## config.mk

```make
export PLATFORM = sky130hd
export DESIGN_NAME = apb_regbank_slave
export DESIGN_NICKNAME = d
export VERILOG_FILES = /design/src/rtl/apb_regbank_slave_pkg.sv /design/src/rtl/apb_regbank_slave_strb_reg.sv /design/src/rtl/apb_regbank_slave.sv
export SDC_FILE = /design/constraint.sdc
export NUM_CORES = 1
export LEC_CHECK = 0
export BUFFER_PORTS_ARGS = -buffer_cell sky130_fd_sc_hd__buf_4
export CAP_MARGIN = 20
export CORE_AREA = 2 2 271 273
export DETAILED_ROUTE_END_ITERATION = 7
export DIE_AREA = 0 0 273 275
export GPL_TIMING_DRIVEN = 0
export PLACE_DENSITY = 0.47
export SLEW_MARGIN = 20
export SYNTH_ARGS = -nofsm -noshare
export SYNTH_HDL_FRONTEND = slang
export SYNTH_HIERARCHICAL = 1
export SYNTH_SLANG_ARGS = --single-unit
export TNS_END_PERCENT = 100
```

## constraint.sdc

```tcl
create_clock -name b_pclk -period 2.2 [get_ports b_pclk]
set_input_delay 0.33 -clock b_pclk [delete_from_list [all_inputs] [get_ports b_pclk]]
set_output_delay 0.33 -clock b_pclk [all_outputs]
set_load 0.1 [all_outputs]
```

## src/rtl/apb_regbank_slave_pkg.sv

```systemverilog
// Shared definitions for the APB register-bank target: region codes, FSM
// encoding, per-region wait lookup and byte-lane merge helper.
package apb_regbank_slave_pkg;

  localparam logic [1:0] R_FAST  = 2'd0;
  localparam logic [1:0] R_SLOW1 = 2'd1;
  localparam logic [1:0] R_SLOW2 = 2'd2;
  localparam logic [1:0] R_ID    = 2'd3;

  // Widest data/strobe the lane-merge helper handles; callers zero-extend.
  localparam int MAX_DW = 64;
  localparam int MAX_SW = 8;

  typedef enum logic {
    S_IDLE   = 1'b0,
    S_ACCESS = 1'b1
  } state_e;

  function automatic int unsigned region_wait(input logic [1:0] region,
                                              input int unsigned wait1,
                                              input int unsigned wait2);
    case (region)
      R_SLOW1: return wait1;
      R_SLOW2: return wait2;
      default: return 0;
    endcase
  endfunction

  function automatic logic [MAX_DW-1:0] lane_merge(input logic [MAX_DW-1:0] old_v,
                                                   input logic [MAX_DW-1:0] new_v,
                                                   input logic [MAX_SW-1:0] strb,
                                                   input int lane_wd);
    logic [MAX_DW-1:0] merged;
    int lane;
    merged = old_v;
    for (int i = 0; i < MAX_DW; i++) begin
      lane = i / lane_wd;
      if (lane < MAX_SW && strb[lane[2:0]]) merged[i] = new_v[i];
    end
    return merged;
  endfunction

endpackage

```

## src/rtl/apb_regbank_slave_strb_reg.sv

```systemverilog
// One data register whose byte lanes are individually write-enabled.
module apb_strb_reg #(
  parameter int DATA_WD = 32,
  parameter int STRB_WD = 2
) (
  input  logic               clk,
  input  logic               rst,
  input  logic               we,
  input  logic [STRB_WD-1:0] strb,
  input  logic [DATA_WD-1:0] wdata,
  output logic [DATA_WD-1:0] q
);
  import apb_regbank_slave_pkg::*;

  always_ff @(posedge clk or posedge rst) begin
    if (rst) q <= '0;
    else if (we)
      q <= DATA_WD'(lane_merge(MAX_DW'(q), MAX_DW'(wdata), MAX_SW'(strb), DATA_WD / STRB_WD));
  end

endmodule

```

## src/rtl/apb_regbank_slave.sv

```systemverilog
// APB register-bank target: four address regions with per-region wait states,
// a privileged-write region and a read-only ID region.
module apb_regbank_slave #(
  parameter int ADDR_WD = 8,
  parameter int DATA_WD = 32,
  parameter int STRB_WD = 2,
  parameter int PROT_WD = 4,
  parameter int REG_AW  = 2,
  parameter int WAIT1   = 1,
  parameter int WAIT2   = 3,
  parameter logic [DATA_WD-1:0] ID_VALUE = 32'hA5B0_0000
) (
  input  logic               b_pclk,
  input  logic               b_prst,
  input  logic               b_psel,
  input  logic               b_penable,
  input  logic               b_pwrite,
  input  logic [ADDR_WD-1:0] b_paddr,
  input  logic [DATA_WD-1:0] b_pwdata,
  input  logic [PROT_WD-1:0] b_pprot,
  input  logic [STRB_WD-1:0] b_pstrb,
  output logic [DATA_WD-1:0] b_prdata,
  output logic               b_pready,
  output logic               prot_err
);
  import apb_regbank_slave_pkg::*;

  localparam int WMAX = (WAIT1 > WAIT2) ? WAIT1 : WAIT2;
  localparam int CW   = (WMAX > 0) ? $clog2(WMAX + 1) : 1;
  localparam int NREG = 1 << REG_AW;

  // Handshake: a transfer is SETUP (psel & ~penable) for one cycle, then ACCESS
  // (psel & penable) until pready; pready is high for exactly one cycle.
  state_e            state_q, state_d;
  logic [CW-1:0]     cnt_q, cnt_d;
  logic [1:0]        region_q, region_d;
  logic [REG_AW-1:0] index_q, index_d;
  logic              write_q, write_d;
  logic              err_d;
  logic              commit_we;
  logic [DATA_WD-1:0] rd_data;
  logic [DATA_WD-1:0] reg_q [4*NREG];
  logic              unused_bits;

  assign unused_bits = ^{b_pprot[PROT_WD-1:1], b_paddr[ADDR_WD-3:REG_AW]};

  always_ff @(posedge b_pclk or posedge b_prst) begin
    if (b_prst) begin
      state_q  <= S_IDLE;
      cnt_q    <= '0;
      region_q <= R_FAST;
      index_q  <= '0;
      write_q  <= 1'b0;
      prot_err <= 1'b0;
    end else begin
      state_q  <= state_d;
      cnt_q    <= cnt_d;
      region_q <= region_d;
      index_q  <= index_d;
      write_q  <= write_d;
      prot_err <= err_d;
    end
  end

  always_comb begin
    state_d  = state_q;
    cnt_d    = cnt_q;
    region_d = region_q;
    index_d  = index_q;
    write_d  = write_q;
    err_d    = prot_err;
    case (state_q)
      S_IDLE: begin
        if (b_psel && !b_penable) begin
          region_d = b_paddr[ADDR_WD-1:ADDR_WD-2];
          index_d  = b_paddr[REG_AW-1:0];
          write_d  = b_pwrite;
          cnt_d    = CW'(region_wait(b_paddr[ADDR_WD-1:ADDR_WD-2], WAIT1, WAIT2));
          state_d  = S_ACCESS;
        end else if (b_psel && b_penable) begin
          err_d = 1'b1;
        end
      end
      S_ACCESS: begin
        if (!b_psel) begin
          err_d   = 1'b1;
          state_d = S_IDLE;
        end else if (cnt_q != '0) begin
          cnt_d = cnt_q - 1'b1;
        end else begin
          state_d = S_IDLE;
        end
      end
      default: state_d = S_IDLE;
    endcase
  end

  assign b_pready = (state_q == S_ACCESS) && (cnt_q == '0) && b_psel;

  // Region 2 only accepts privileged writes; region 3 is constant.
  assign commit_we = b_pready && write_q && (region_q != R_ID) &&
                     ((region_q != R_SLOW2) || b_pprot[0]);

  for (genvar r = 0; r < 4; r++) begin : g_region
    for (genvar i = 0; i < NREG; i++) begin : g_idx
      if (r == 3) begin : g_ro
        assign reg_q[r*NREG+i] = '0;
      end else begin : g_rw
        apb_strb_reg #(.DATA_WD(DATA_WD), .STRB_WD(STRB_WD)) u_reg (
          .clk   (b_pclk),
          .rst   (b_prst),
          .we    (commit_we && (region_q == 2'(r)) && (index_q == REG_AW'(i))),
          .strb  (b_pstrb),
          .wdata (b_pwdata),
          .q     (reg_q[r*NREG+i])
        );
      end
    end
  end

  always_comb begin
    rd_data = '0;
    if (region_q == R_ID) rd_data = ID_VALUE | DATA_WD'({region_q, index_q});
    else                  rd_data = reg_q[{region_q, index_q}];
  end

  assign b_prdata = (b_pready && !write_q) ? rd_data : '0;

endmodule

```

# Word level (Yosys, flattened, before mapping)
# Cells that the tools add are included.
totals:
  regBits: 393
  output_inout_bits: 34
  elab_cells: 125
classes:
  add_sub_neg: 1
  n_lt_le_gt_ge: 1
  n_eq_ne: 16
  muxes: 18
  bitwise_logic: 2
  n_reduce_logical: 57
op_table:
  columns: ["op", "n"]
  rows:
  - ["32-bit binary-select mux with 4-bit select", 1]
  - ["32-bit 2-to-1 mux", 4]
  - ["2-bit AND reduction", 25]
  - ["1-bit logical AND", 23]
  - ["2-bit inequality test, second input constant", 7]
  - ["2-bit == test, second input constant", 5]
  - ["2-bit case mux with 2 select lines", 2]
  - ["2-bit by 1-bit == test with 1-bit output, second input constant", 3]
  - ["2-bit logical NOT", 3]
  - ["1-bit 2-to-1 mux", 6]
  - ["2-bit 2-to-1 mux", 3]
  - ["3-bit AND reduction", 2]
  - ["5-bit >= comparator, second input constant", 1]
  - ["4-bit NOT with 5-bit output", 1]
  - ["1-bit case mux with 2 select lines", 2]
  - ["1-bit logical NOT", 2]
  - ["2-bit by 1-bit inequality test with 1-bit output, second input constant", 1]
  - ["2-bit nonzero test", 1]
  - ["2-bit by 1-bit subtractor with 2-bit output, second input constant", 1]
  - ["1-bit logical OR", 1]
  - ["1-bit NOT", 1]

# Depth between registers and ports, before layout
# Gate-level depths: netlist of run 1.
depth:
  depth_word: 9
  ltp_mapped: 9
  ltp_nobuf: 7

# By module
# The synthesis of run 1 kept the hierarchy.
modules_own_cells:
  columns: ["module", "instances", "cells_each", "area_per_inst_um2", "seq_area_each_um2"]
  rows:
  - ["apb_strb_reg", 12, 69, 1199.9, 800.8]
  - ["apb_regbank_slave", 1, 295, 3540.9, 225.2]

# Least setup slack after synthesis of run 1
# No wires, ideal clock.
synth_timing:
  path_kind: "register to output"
  startpoint: "register index_q[0]"
  endpoint: "output port b_prdata[1]"
  t_arrival_ns: 3.364
  slack_ns: -1.494
  stages_incl_launch_ff: 7
  path_buffers: 4
  path_cell_list: "dfrtp_1 buf_6 buf_6 buf_4 buf_2 a32o_1 a211oi_1"
synth_via:
  elab_chain_cells: 6
synth_lines:
  columns: ["item", "line", "text"]
  rows:
  - ["from (decl)", "apb_regbank_slave.sv:37", "logic [REG_AW-1:0] index_q, index_d;"]
  - ["from (signal assigned)", "apb_regbank_slave.sv:59", "index_q <= index_d;"]
  - ["4-bit NOT with 5-bit output (implied by the code)", "apb_regbank_slave.sv:124", "else rd_data = reg_q[{region_q, index_q}];"]
  - ["32-bit binary-select mux with 4-bit select", "apb_regbank_slave.sv:124", null]
  - ["32-bit 2-to-1 mux (implied by the code) (2 in a row)", "apb_regbank_slave.sv:124", null]
  - ["32-bit 2-to-1 mux", "apb_regbank_slave.sv:123", "if (region_q == R_ID) rd_data = ID_VALUE | DATA_WD'({region_q, index_q});"]
  - ["32-bit 2-to-1 mux", "apb_regbank_slave.sv:127", "assign b_prdata = (b_pready && !write_q) ? rd_data : '0;"]
  - ["to (decl)", "apb_regbank_slave.sv:22", "output logic [DATA_WD-1:0] b_prdata,"]
# Every way passes these cells. The select of a mux whose other input is x is not followed.

# Worst setup path after layout of run 1
layout_timing:
  startpoint: "register index_q[0]"
  endpoint: "output port b_prdata[2]"
# Same word-level chain as after synthesis.

==> results.md, run 1 <==
* NumNets Final: 1415
* post-detailed-placement cell area: 0.02050 sq mm
* Filler Cell Count: 6898
* DIE WIDTH: 273 um
* Finished Layout Cells: 2353
* max cap viols: 0
* CP Cell Sequence: buf_12 -> buf_16 -> buf_16 -> mux4_2 -> o22ai_2 -> nor2_4 -> buf_12
* global-route wire length before repair: 85420 um
* Initial Utilization: 0.2480
* result of the run: finished, violations left
* Synth Flop Type: dfrtp_1
* PwrDens: 794.0 mW/mm^2
* DRC violation total after the first TritonRoute iteration: 595
* flip-flop and latch count after synthesis: 393
* transition time at the pin with the least slew margin: 0.7503 ns
* Die Area: 0.07508 sq mm
* Synth area leader: dfrtp_1
* count of vias placed by the detailed router: 10990
* # placed instances: 2172
* largest cells by area after synthesis: dfrtp_1, mux2_2, mux4_2
* antenna violations before repair: 2
* failing checks: setup timing
* data required time at the worst endpoint: 1.87 ns
* routed wire length per instance: 25.48 um
* worst setup slack before clock tree synthesis: -0.6851 ns
* yosys warns: 6
* synthesized area: 0.01794 sq mm
* maximum fanout along the worst path: 8
* Slowest Stage Delay on Critical Path: 0.55 ns
* cell at the root of the clock tree: clkbuf_16
* maximum number of pins on one net before global-route repair: 22
* vertical die dimension: 275 um
* Switching Power: 5.625 mW
* number of enable-type register cells in the synthesized netlist: 0
* post-route worst setup slack: -0.6368 ns
* area of all placed cells without fillers: 0.02532 sq mm
* number of endpoints with negative hold slack in the final report: 0
* maximum number of buffers from clock root to sink: 3
* Sink Count: 393
* Post-Synthesis Net Count: 1176
* detailed-placement wirelength estimate: 38610 um
* Slowest cell on crit path: mux4_2
* Hold Path Class: in2reg
* H-tree level count: 2
* Yosys cell types: 34
* final weighted congestion in routability-driven placement: 0.7732
* PnR Total Power: 20.10 mW
* leftover overflow at the end of global routing: 0
* latest clock arrival within the worst-skew pair: 0.58 ns
* Cells on Worst Hold Path: 3
* data arrival time at the worst-slack endpoint: 2.51 ns
* Pint: 14.47 mW
* antenna diode instance count: 0
* fraction of the yosys area taken by sequential cells: 0.5482
* number of I/O pins: 85
* final core utilization: 0.3500
* overall routing resource usage: 0.1589
* RSZ-0062 raised after global routing: true
* Post-Synthesis Cells: 1123
* via count of the first global-routing pass: 11870
* crit path capture type: output pin
* Post-Route Hold Slack: 0.07457 ns
* Reg clk slew, reported paths: 0.06 ns
* clock share of power: 0.379
* combinational power share: 0.223
* worst max-slew margin expressed relative to the limit: 0.4960
* Final Slew Violations: 0
* number of cells on the worst reg-to-reg path: 12
* type of the setup path with the least slack: reg2out
* Worst setup SP type: register
* Peak Freq: 0.3525 GHz
* Area growth syn-to-layout: 41.11%
* Final setup viols: 416
* Synth async-reset ratio: 1.000
* First-pass DRT Iterations: 4
* leak pwr: 11.74 nW
* total of buffers placed on input and output ports: 77
* Post-Syn Area per Cell: 15.97 sq um
* Peak supply drop: 0.0004473 V
* Total Negative Setup Slacks: -88.33 ns
* DRC errors left: 0
* number of placement rows: 99
* number of buffers inserted during clock tree synthesis: 45
* vias per std cell: 4.669
* sequential power share: 0.398
* skew final: 0.01331 ns
* core area: 0.07234 sq mm
* clock tree from TritonCTS: built
* final routed wirelength across all metal layers: 59950 um
* share of cells above drive strength 1: 0.6801
* clock period minus final worst setup slack: 2.837 ns
* switching fraction of total power: 0.2798
* number of nets with antenna violations after detailed routing: 0
* fraction of the cycle the final worst path needs: 1.289
* portion of synthesized cell area occupied by the leading cell type: 0.5482
-- worst paths after layout --
check                                                      start                                    end  slack [ns]
min in group asynchronous                                 b_prst  g_region[2].g_idx[3].g_rw.u_reg/q[20]        0.38
max in group asynchronous                                 b_prst  g_region[0].g_idx[0].g_rw.u_reg/q[13]        1.15
max reg2reg                                           index_q[0]   g_region[1].g_idx[0].g_rw.u_reg/q[1]       -0.30
min                                                       b_psel                               prot_err        0.07
min reg2reg                g_region[0].g_idx[2].g_rw.u_reg/q[17]  g_region[0].g_idx[2].g_rw.u_reg/q[17]        0.50
max                                                   index_q[0]                            b_prdata[2]       -0.64
-- state kept, by name, indices dropped and copies added (netlist names) --
register,count
cnt_q,2
g_region.g_idx.g_rw.u_reg/q,384
index_q,2
prot_err,1
region_q,2
state_q,1
write_q,1
-- final cells by class --
class | instances | area [sq um] | area share
Timing Repair Buffer | 192 | 2839 | 0.1121
Inverter | 40 | 151.4 | 0.005980
Clock buffer | 67 | 1341 | 0.05298
Sequential cell | 393 | 9838 | 0.3886
Tap cell | 959 | 1200 | 0.04740
Multi-Input combinational cell | 630 | 8746 | 0.3455
Buffer | 60 | 1061 | 0.04191
Clock inverter | 12 | 138.9 | 0.005486
-- synth_stat cells (3+ instances only) --
cell type / instances
inv_1: 38
mux2i_1: 26
buf_2: 15
dfrtp_1: 393
nand2b_1: 5
nand2_2: 24
buf_6: 29
nor2_1: 18
mux4_2: 94
clkbuf_1: 12
o21ai_0: 9
mux2_2: 391
o22ai_1: 32
nor3_1: 4
nand2_1: 5
buf_4: 3
-- routing by layer --
metal / wire [um] / share of wire / track usage
met2: 29470 / 0.49 / 0.2673
met1: 26820 / 0.45 / 0.2113
met5: 23 / 0.00038 / 0
met4: 1569 / 0.026 / 0.04616
met3: 2067 / 0.034 / 0.02540
-- worst max-delay path: cells and delay by family, from the launching register on --
family | cells | cell delay (ns)
buf+inv | 4 | 0.65
compound gates | 1 | 0.23
flops | 1 | 0.42
simple gates | 1 | 0.06
mux | 1 | 0.55
-- cells by family (layout without fill, tap and decap cells) --
group | Yosys count | after routing | share of synthesized area
muxes | 511 | 511 | 0.3779
DFF | 393 | 393 | 0.5482
and+or+nand+nor | 68 | 68 | 0.02092
buffers and inverters | 100 | 371 | 0.03473
AOI/OAI and AO/OA | 49 | 49 | 0.01681
adders and majority gates | 2 | 2 | 0.001395
-- what timing repair did --
action	4_1_cts	5_1_grt
hold buffers	7	0
endpoints found under the setup margin	416	332
endpoints found under the hold margin	181	0
gates resized for setup	361	98
pin swaps	28	33
cloned	14	10
setup buffers	46	27
-- power by group through the flow --
stage               logic, mW  registers, mW  clock network [mW]
floorplan                2.14           8.02                   0
detailed placement       3.25           8.13                   0
CTS                      4.19           8.00                7.81
global route             4.73           8.06                8.14
global placement         3.14           8.10                   0
finish                   4.48           8.01                7.61
-- placed cells by master, fill, tap and decap left out, types with 7 or more instances in the layout --
master,n
dlygate4sd3_1,7
mux4_2,94
buf_6,34
mux2_2,375
mux2i_4,19
nand2_4,11
dfrtp_1,390
o22ai_4,26
inv_1,11
clkbuf_8,12
nor2_4,18
clkinv_2,9
inv_2,27
clkbuf_1,11
mux2_4,16
buf_8,7
buf_16,24
nand2_8,14
buf_4,72
buf_12,87
clkbuf_16,60
Power figures use the tool's default switching activity.
==> run 2, diff against run 1 <==
--- a/config.mk
+++ b/config.mk
@@ -7,11 +7,11 @@
 export LEC_CHECK = 0
 export BUFFER_PORTS_ARGS = -buffer_cell sky130_fd_sc_hd__buf_4
 export CAP_MARGIN = 20
-export CORE_AREA = 2 2 271 273
+export CORE_AREA = 2 2 191 193
 export DETAILED_ROUTE_END_ITERATION = 7
-export DIE_AREA = 0 0 273 275
+export DIE_AREA = 0 0 193 195
 export GPL_TIMING_DRIVEN = 0
-export PLACE_DENSITY = 0.47
+export PLACE_DENSITY = 0.77
 export SLEW_MARGIN = 20
 export SYNTH_ARGS = -nofsm -noshare
 export SYNTH_HDL_FRONTEND = slang
==> run 2 against run 1 <==
  * The flow still finishes with violations (setup timing)
  * Sequential share of layout area up 3.2 points
  * Hold slack worse by 0.069 ns
  * Utilization grew 31 points
  * Via count grew 3.2%
  * Sequential cell count did not move
  * Routed wire length fell by 11%
  * Final area down 7.6%
  * Clock skew is 0.018 ns higher
  * Global-route usage rose by 11 points
  * Largest cell class unchanged
  * Largest power group unchanged
==> results.md, run 2 (synthesis results as in run 1) <==
* maximum fanout along the worst path: 10, +2
* Peak Freq: 0.3594 GHz, +2.0%
* Sink Count: 393, unchanged
* First-pass DRT Iterations: 7, +3
* skew final: 0.03105 ns, +0.01774 ns
* Area growth syn-to-layout: 30.42%
* CP bufs+invs: 5, +1
* maximum number of pins on one net before global-route repair: 23, +4.5%
* clock period minus final worst setup slack: 2.782 ns, -0.05447 ns
* cell at the root of the clock tree: clkbuf_16
* Final Slew Violations: 0, unchanged
* number of buffers inserted during clock tree synthesis: 41, -8.9%
* number of I/O pins: 85, unchanged
* NumNets Final: 1372, -3.0%
* crit path capture type: output pin
* antenna violations before repair: 1, -1
* Filler Cell Count: 2287, -67%
* via count of the first global-routing pass: 12150, +2.4%
* final weighted congestion in routability-driven placement: 0.8278, +7.1%
* fraction of the cycle the final worst path needs: 1.265, -0.02476
* core area: 0.03540 sq mm, -51%
* overall routing resource usage: 0.2700, +0.1111
* worst setup slack before clock tree synthesis: -0.5155 ns, +0.1696 ns
* post-route worst setup slack: -0.5824 ns, +0.05447 ns
* post-detailed-placement cell area: 0.01985 sq mm, -3.2%
* total of buffers placed on input and output ports: 77, unchanged
* routed wire length per instance: 29.62 um, +16%
* area of all placed cells without fillers: 0.02340 sq mm, -7.6%
* crit-path leading delay family: buffers and inverters
* number of placement rows: 69, -30%
* Largest register FFs: 384, unchanged
* final routed wirelength across all metal layers: 53640 um, -11%
* startpoint of the most critical setup path: index_q[0]
* Initial Utilization: 0.5068, +0.2588
* H-tree level count: 2, unchanged
* commonest non-fill, non-tap cell in the layout: dfrtp_1
* failing checks: setup timing
* Worst setup SP type: register
* PwrDens: 808.0 mW/mm^2, +1.8%
* leftover overflow at the end of global routing: 0, unchanged
* number of nets with antenna violations after detailed routing: 0, unchanged
* global-route wire length before repair: 74420 um, -13%
* detailed-placement wirelength estimate: 31990 um, -17%
* latest clock arrival within the worst-skew pair: 0.56 ns, -0.02 ns
* leak pwr: 11.23 nW, -4.3%
* Reg clk slew, reported paths: 0.07 ns, about the same
* Peak supply drop: 0.0007565 V, +69%
* Final setup viols: 416, unchanged
* register name with the most flops: g_region.g_idx.g_rw.u_reg/q
* data required time at the worst endpoint: 1.87 ns, about the same
* commonest cells after routing, fill and taps aside: dfrtp_1, mux2_2, mux4_2, buf_4, buf_12
* Slowest cell on crit path: mux4_2
* count of vias placed by the detailed router: 11340, +3.2%
* number of endpoints with negative hold slack in the final report: 0, unchanged
* clock tree from TritonCTS: built
* Hold Path Class: in2reg
* DRC errors left: 0, unchanged
* DRC violation total after the first TritonRoute iteration: 891, +50%
* Slowest Stage Delay on Critical Path: 0.53 ns, -0.02 ns
* RSZ-0062 raised after global routing: true
* type of the setup path with the least slack: reg2out
* result of the run: finished, violations left
* source of the worst register-to-register timing path: cnt_q[0]
* data arrival time at the worst-slack endpoint: 2.45 ns, -0.06 ns
* crit-path most repeated cell: buf_8
* maximum number of buffers from clock root to sink: 3, unchanged
* Hold Crit Start: b_pwrite
* transition time at the pin with the least slew margin: 0.8242 ns, +0.07388 ns
* share of cells above drive strength 1: 0.6627, -0.01734
* worst max-slew margin expressed relative to the limit: 0.4463, -0.04963
* CP Cell Sequence: buf_8 -> buf_12 -> buf_8 -> mux4_2 -> inv_1 -> o22ai_4 -> buf_8
* DIE WIDTH: 193 um, -29%
* Die Area: 0.03764 sq mm, -50%
* max cap viols: 0, unchanged
* PnR Total Power: 18.91 mW, -5.9%
* vertical die dimension: 195 um, -29%
* vias per std cell: 6.261, +34%
## run 2: changes by cell type in the layout (fill, tap and decap cells not counted), moves of 8 or more
cell / delta
buf_12: -28
buf_6: +18
mux2_2: +15
mux2_4: -15
buf_16: -13
buf_4: -12
inv_1: +10
inv_2: -10
nand2_8: -8
## run 2: path summary, 6_finish.rpt
path	end	slack (ns)	depth (start not counted)
min reg2reg	g_region[0].g_idx[2].g_rw.u_reg/q[30]	0.50	1
min	write_q	0.006	2
max in group asynchronous	g_region[2].g_idx[2].g_rw.u_reg/q[18]	1.17	4
min in group asynchronous	g_region[1].g_idx[0].g_rw.u_reg/q[26]	0.40	3
max reg2reg	g_region[2].g_idx[0].g_rw.u_reg/q[14]	-0.43	11
max	b_prdata[14]	-0.58	7
## run 2: layer usage
layer / vias to the layer above / track usage / part of all wire
met5: - / 0 / 0
met4: 0 / 0.1223 / 0.043
met2: 549 / 0.4458 / 0.50
met1: 6041 / 0.3433 / 0.39
li1: 4594 / - / -
met3: 154 / 0.05643 / 0.067
## run 2: stage by stage
stage | util | cells | setup TNS [ns] | hold WS, ns
after floorplan | - | 1123 | -1.461 | 0.1579
after global placement | 0.5531 | 1661 | -81.94 | 0.3767
after detailed placement | 0.5608 | 1673 | -97.89 | 0.4099
after CTS | 0.6362 | 1780 | -42.89 | 0.01114
after global routing | 0.6610 | 1811 | -145.86 | 0.01415
final | 0.6610 | 1811 | -127.22 | 0.005792
## run 2: where the power goes
| group | switching [mW] | internal [mW] |
|---|---|---|
| clock | 2.90 | 4.00 |
| combinational | 2.14 | 1.83 |
| sequential | 0.298 | 7.74 |
## run 2: timing repair
| item | 4_1_cts | 5_1_grt |
|---|---|---|
| hold buffers | 1 | 0 |
| gates cloned | 4 | 7 |
| pin swaps | 17 | 13 |
| endpoints found under the setup margin | 414 | 404 |
| buffers inserted | 30 | 23 |
| gates resized for setup | 245 | 86 |
| hold endpoints to repair | 170 | 0 |
## run 2: final cells by class
| type | count | area (sq um) | share of cell area |
|---|---|---|---|
| Sequential cell | 393 | 9837 | 0.4204 |
| Multi-Input combinational cell | 630 | 8504 | 0.3635 |
| Timing Repair Buffer | 154 | 2078 | 0.08883 |
| Clock buffer | 63 | 1241 | 0.05305 |
| Buffer | 59 | 927.1 | 0.03963 |
| Tap cell | 461 | 576.8 | 0.02465 |
| Inverter | 40 | 150.1 | 0.006417 |
| Clock inverter | 10 | 78.83 | 0.003369 |
| Antenna cell | 1 | 2.502 | 0.0001070 |
==> run 3, diff against run 2 <==
--- a/config.mk
+++ b/config.mk
@@ -12,6 +12,7 @@
 export DIE_AREA = 0 0 193 195
 export GPL_TIMING_DRIVEN = 0
 export PLACE_DENSITY = 0.77
+export RECOVER_POWER = 100
 export SLEW_MARGIN = 20
 export SYNTH_ARGS = -nofsm -noshare
 export SYNTH_HDL_FRONTEND = slang
==> run 3 against run 2 <==
  * The flow still finishes with violations (setup timing)
  * Combinational power fell by 2%
  * First-iteration DRC count is 0.90% higher
  * Non-clock buffer count is the same
  * Hold slack barely moved
  * Die area is the same
==> results.md, run 3 (synthesis results as in run 1) <==
* maximum number of buffers from clock root to sink: 3, unchanged
* total of buffers placed on input and output ports: 77, unchanged
* DIE WIDTH: 193 um, unchanged
* overall routing resource usage: 0.2700, unchanged
* Worst setup SP type: register
* First-pass DRT Iterations: 5, -2
* crit-path leading delay family: buffers and inverters
* Sink Count: 393, unchanged
* worst setup slack before clock tree synthesis: -0.5155 ns, unchanged
* result of the run: finished, violations left
* antenna violations before repair: 1, unchanged
* final weighted congestion in routability-driven placement: 0.8278, unchanged
* Finished Layout Cells: 1811, unchanged
* PwrDens: 813.1 mW/mm^2, +0.63%
* NumNets Final: 1372, unchanged
* latest clock arrival within the worst-skew pair: 0.56 ns, about the same
* number of nets with antenna violations after detailed routing: 0, unchanged
* CP bufs+invs: 5, unchanged
* commonest non-fill, non-tap cell in the layout: dfrtp_1
* Peak Freq: 0.3584 GHz, -0.27%
* maximum fanout along the worst path: 10, unchanged
* max cap viols: 0, unchanged
* number of placement rows: 69, unchanged
* Hold Path Class: in2reg
* worst max-slew margin expressed relative to the limit: 0.3688, -0.07750
* failing checks: setup timing
* via count of the first global-routing pass: 12150, unchanged
* Initial Utilization: 0.5068, unchanged
* Slowest cell on crit path: mux4_2
* leak pwr: 11.16 nW, -0.63%
* detailed-placement wirelength estimate: 31990 um, unchanged
* clock period minus final worst setup slack: 2.790 ns, +0.007580 ns
* post-route worst setup slack: -0.5900 ns, -0.007580 ns
* Area growth syn-to-layout: 29.17%
* skew final: 0.03059 ns, -0.0004538 ns
* commonest cells after routing, fill and taps aside: dfrtp_1, mux2_2, mux4_2, buf_4, clkbuf_16
* share of cells above drive strength 1: 0.6516, -0.01112
* type of the setup path with the least slack: reg2out
* RSZ-0062 raised after global routing: true
* H-tree level count: 2, unchanged
* data required time at the worst endpoint: 1.87 ns, about the same
* number of endpoints with negative hold slack in the final report: 0, unchanged
* Slowest Stage Delay on Critical Path: 0.53 ns, about the same
* Final setup viols: 417, +0.24%
* # placed instances: 1673, unchanged
* data arrival time at the worst-slack endpoint: 2.46 ns, about the same
* Peak supply drop: 0.0007539 V, -0.34%
* DRC violation total after the first TritonRoute iteration: 899, +0.90%
* number of buffers inserted during clock tree synthesis: 41, unchanged
* count of vias placed by the detailed router: 11350, +0.12%
* Final Slew Violations: 0, unchanged
* number of I/O pins: 85, unchanged
* vertical die dimension: 195 um, unchanged
* DRC errors left: 0, unchanged
* Largest register FFs: 384, unchanged
* clock tree from TritonCTS: built
* setup slack of the worst register-to-register path: -0.53 ns, -0.10 ns
* fraction of the cycle the final worst path needs: 1.268, +0.003445
* crit-path most repeated cell: buf_8
* global-route wire length before repair: 74420 um, unchanged
* core area: 0.03540 sq mm, unchanged
* leftover overflow at the end of global routing: 0, unchanged
* vias per std cell: 6.268, +0.12%
* CP Cell Sequence: buf_8 -> buf_12 -> buf_8 -> mux4_2 -> inv_1 -> o22ai_4 -> buf_8
* cell at the root of the clock tree: clkbuf_16
* crit path capture type: output pin
* Reg clk slew, reported paths: 0.07 ns, about the same
* register name with the most flops: g_region.g_idx.g_rw.u_reg/q
* maximum number of pins on one net before global-route repair: 23, unchanged
* routed wire length per instance: 29.75 um, +0.45%
* final routed wirelength across all metal layers: 53880 um, +0.45%
* Die Area: 0.03764 sq mm, unchanged
* Post-Route Hold Slack: 0.006112 ns, +0.0003193 ns
* transition time at the pin with the least slew margin: 0.9457 ns, +0.1215 ns
run 3: final timing paths:
kind,startpoint,end,depth (start not counted)
min in group asynchronous,b_prst,write_q,3
hold reg to reg,g_region[0].g_idx[2].g_rw.u_reg/q[30],g_region[0].g_idx[2].g_rw.u_reg/q[30],1
setup reg to reg,cnt_q[0],g_region[2].g_idx[0].g_rw.u_reg/q[14],11
hold / removal,b_pwrite,write_q,2
max in group asynchronous,b_prst,g_region[0].g_idx[2].g_rw.u_reg/q[4],4
setup / recovery,index_q[0],b_prdata[14],7
run 3: layout make-up:
cell class                 count  area [sq um]
fill                        2318         12220
sequential                   393          9837
multi-input combinational    630          8504
timing repair buffer         154          1854
clock buffer                  63          1241
buffer                        59         927.1
tap                          461         576.8
inverter                      40         150.1
clock inverter                10         78.83
antenna                        1         2.502
run 3: per-layer routing:
layer | up-vias | GRT usage | routed length (um)
met5 | - | 0 | 0
met4 | 0 | 0.1223 | 2383
met3 | 165 | 0.05643 | 3265
met2 | 534 | 0.4458 | 27160
met1 | 6059 | 0.3433 | 21080
li1 | 4594 | - | -
run 3: timing repair:
| item | 4_1_cts | 5_1_grt |
|---|---|---|
| gates cloned | 4 | 7 |
| hold buffers | 1 | 0 |
| pin swaps | 17 | 13 |
| hold endpoints to repair | 170 | 0 |
| setup buffers | 30 | 23 |
| resized for setup | 245 | 86 |
| endpoints found under the setup margin | 414 | 404 |
run 3: stage by stage:
step                      instance area, sq um  power, mW    util  TNS [ns]
final                                    23170      18.84  0.6546   -165.24
after global routing                     23170      19.40  0.6546   -193.20
after CTS                                22520      18.47  0.6362    -42.89
after detailed placement                 19850      11.21  0.5608    -97.89
after global placement                   19580      11.05  0.5531    -81.94
after floorplan                          18420      10.16       -    -1.461
run 3: report_power, final:
| group | total (mW) | switching [mW] | internal, mW | leakage (nW) |
|---|---|---|---|---|
| combinational | 3.91 | 2.14 | 1.77 | 5.05 |
| clock | 6.89 | 2.90 | 4.00 | 0.658 |
| sequential | 8.04 | 0.298 | 7.74 | 5.45 |
| total | 18.8 | 5.33 | 13.5 | 11.2 |
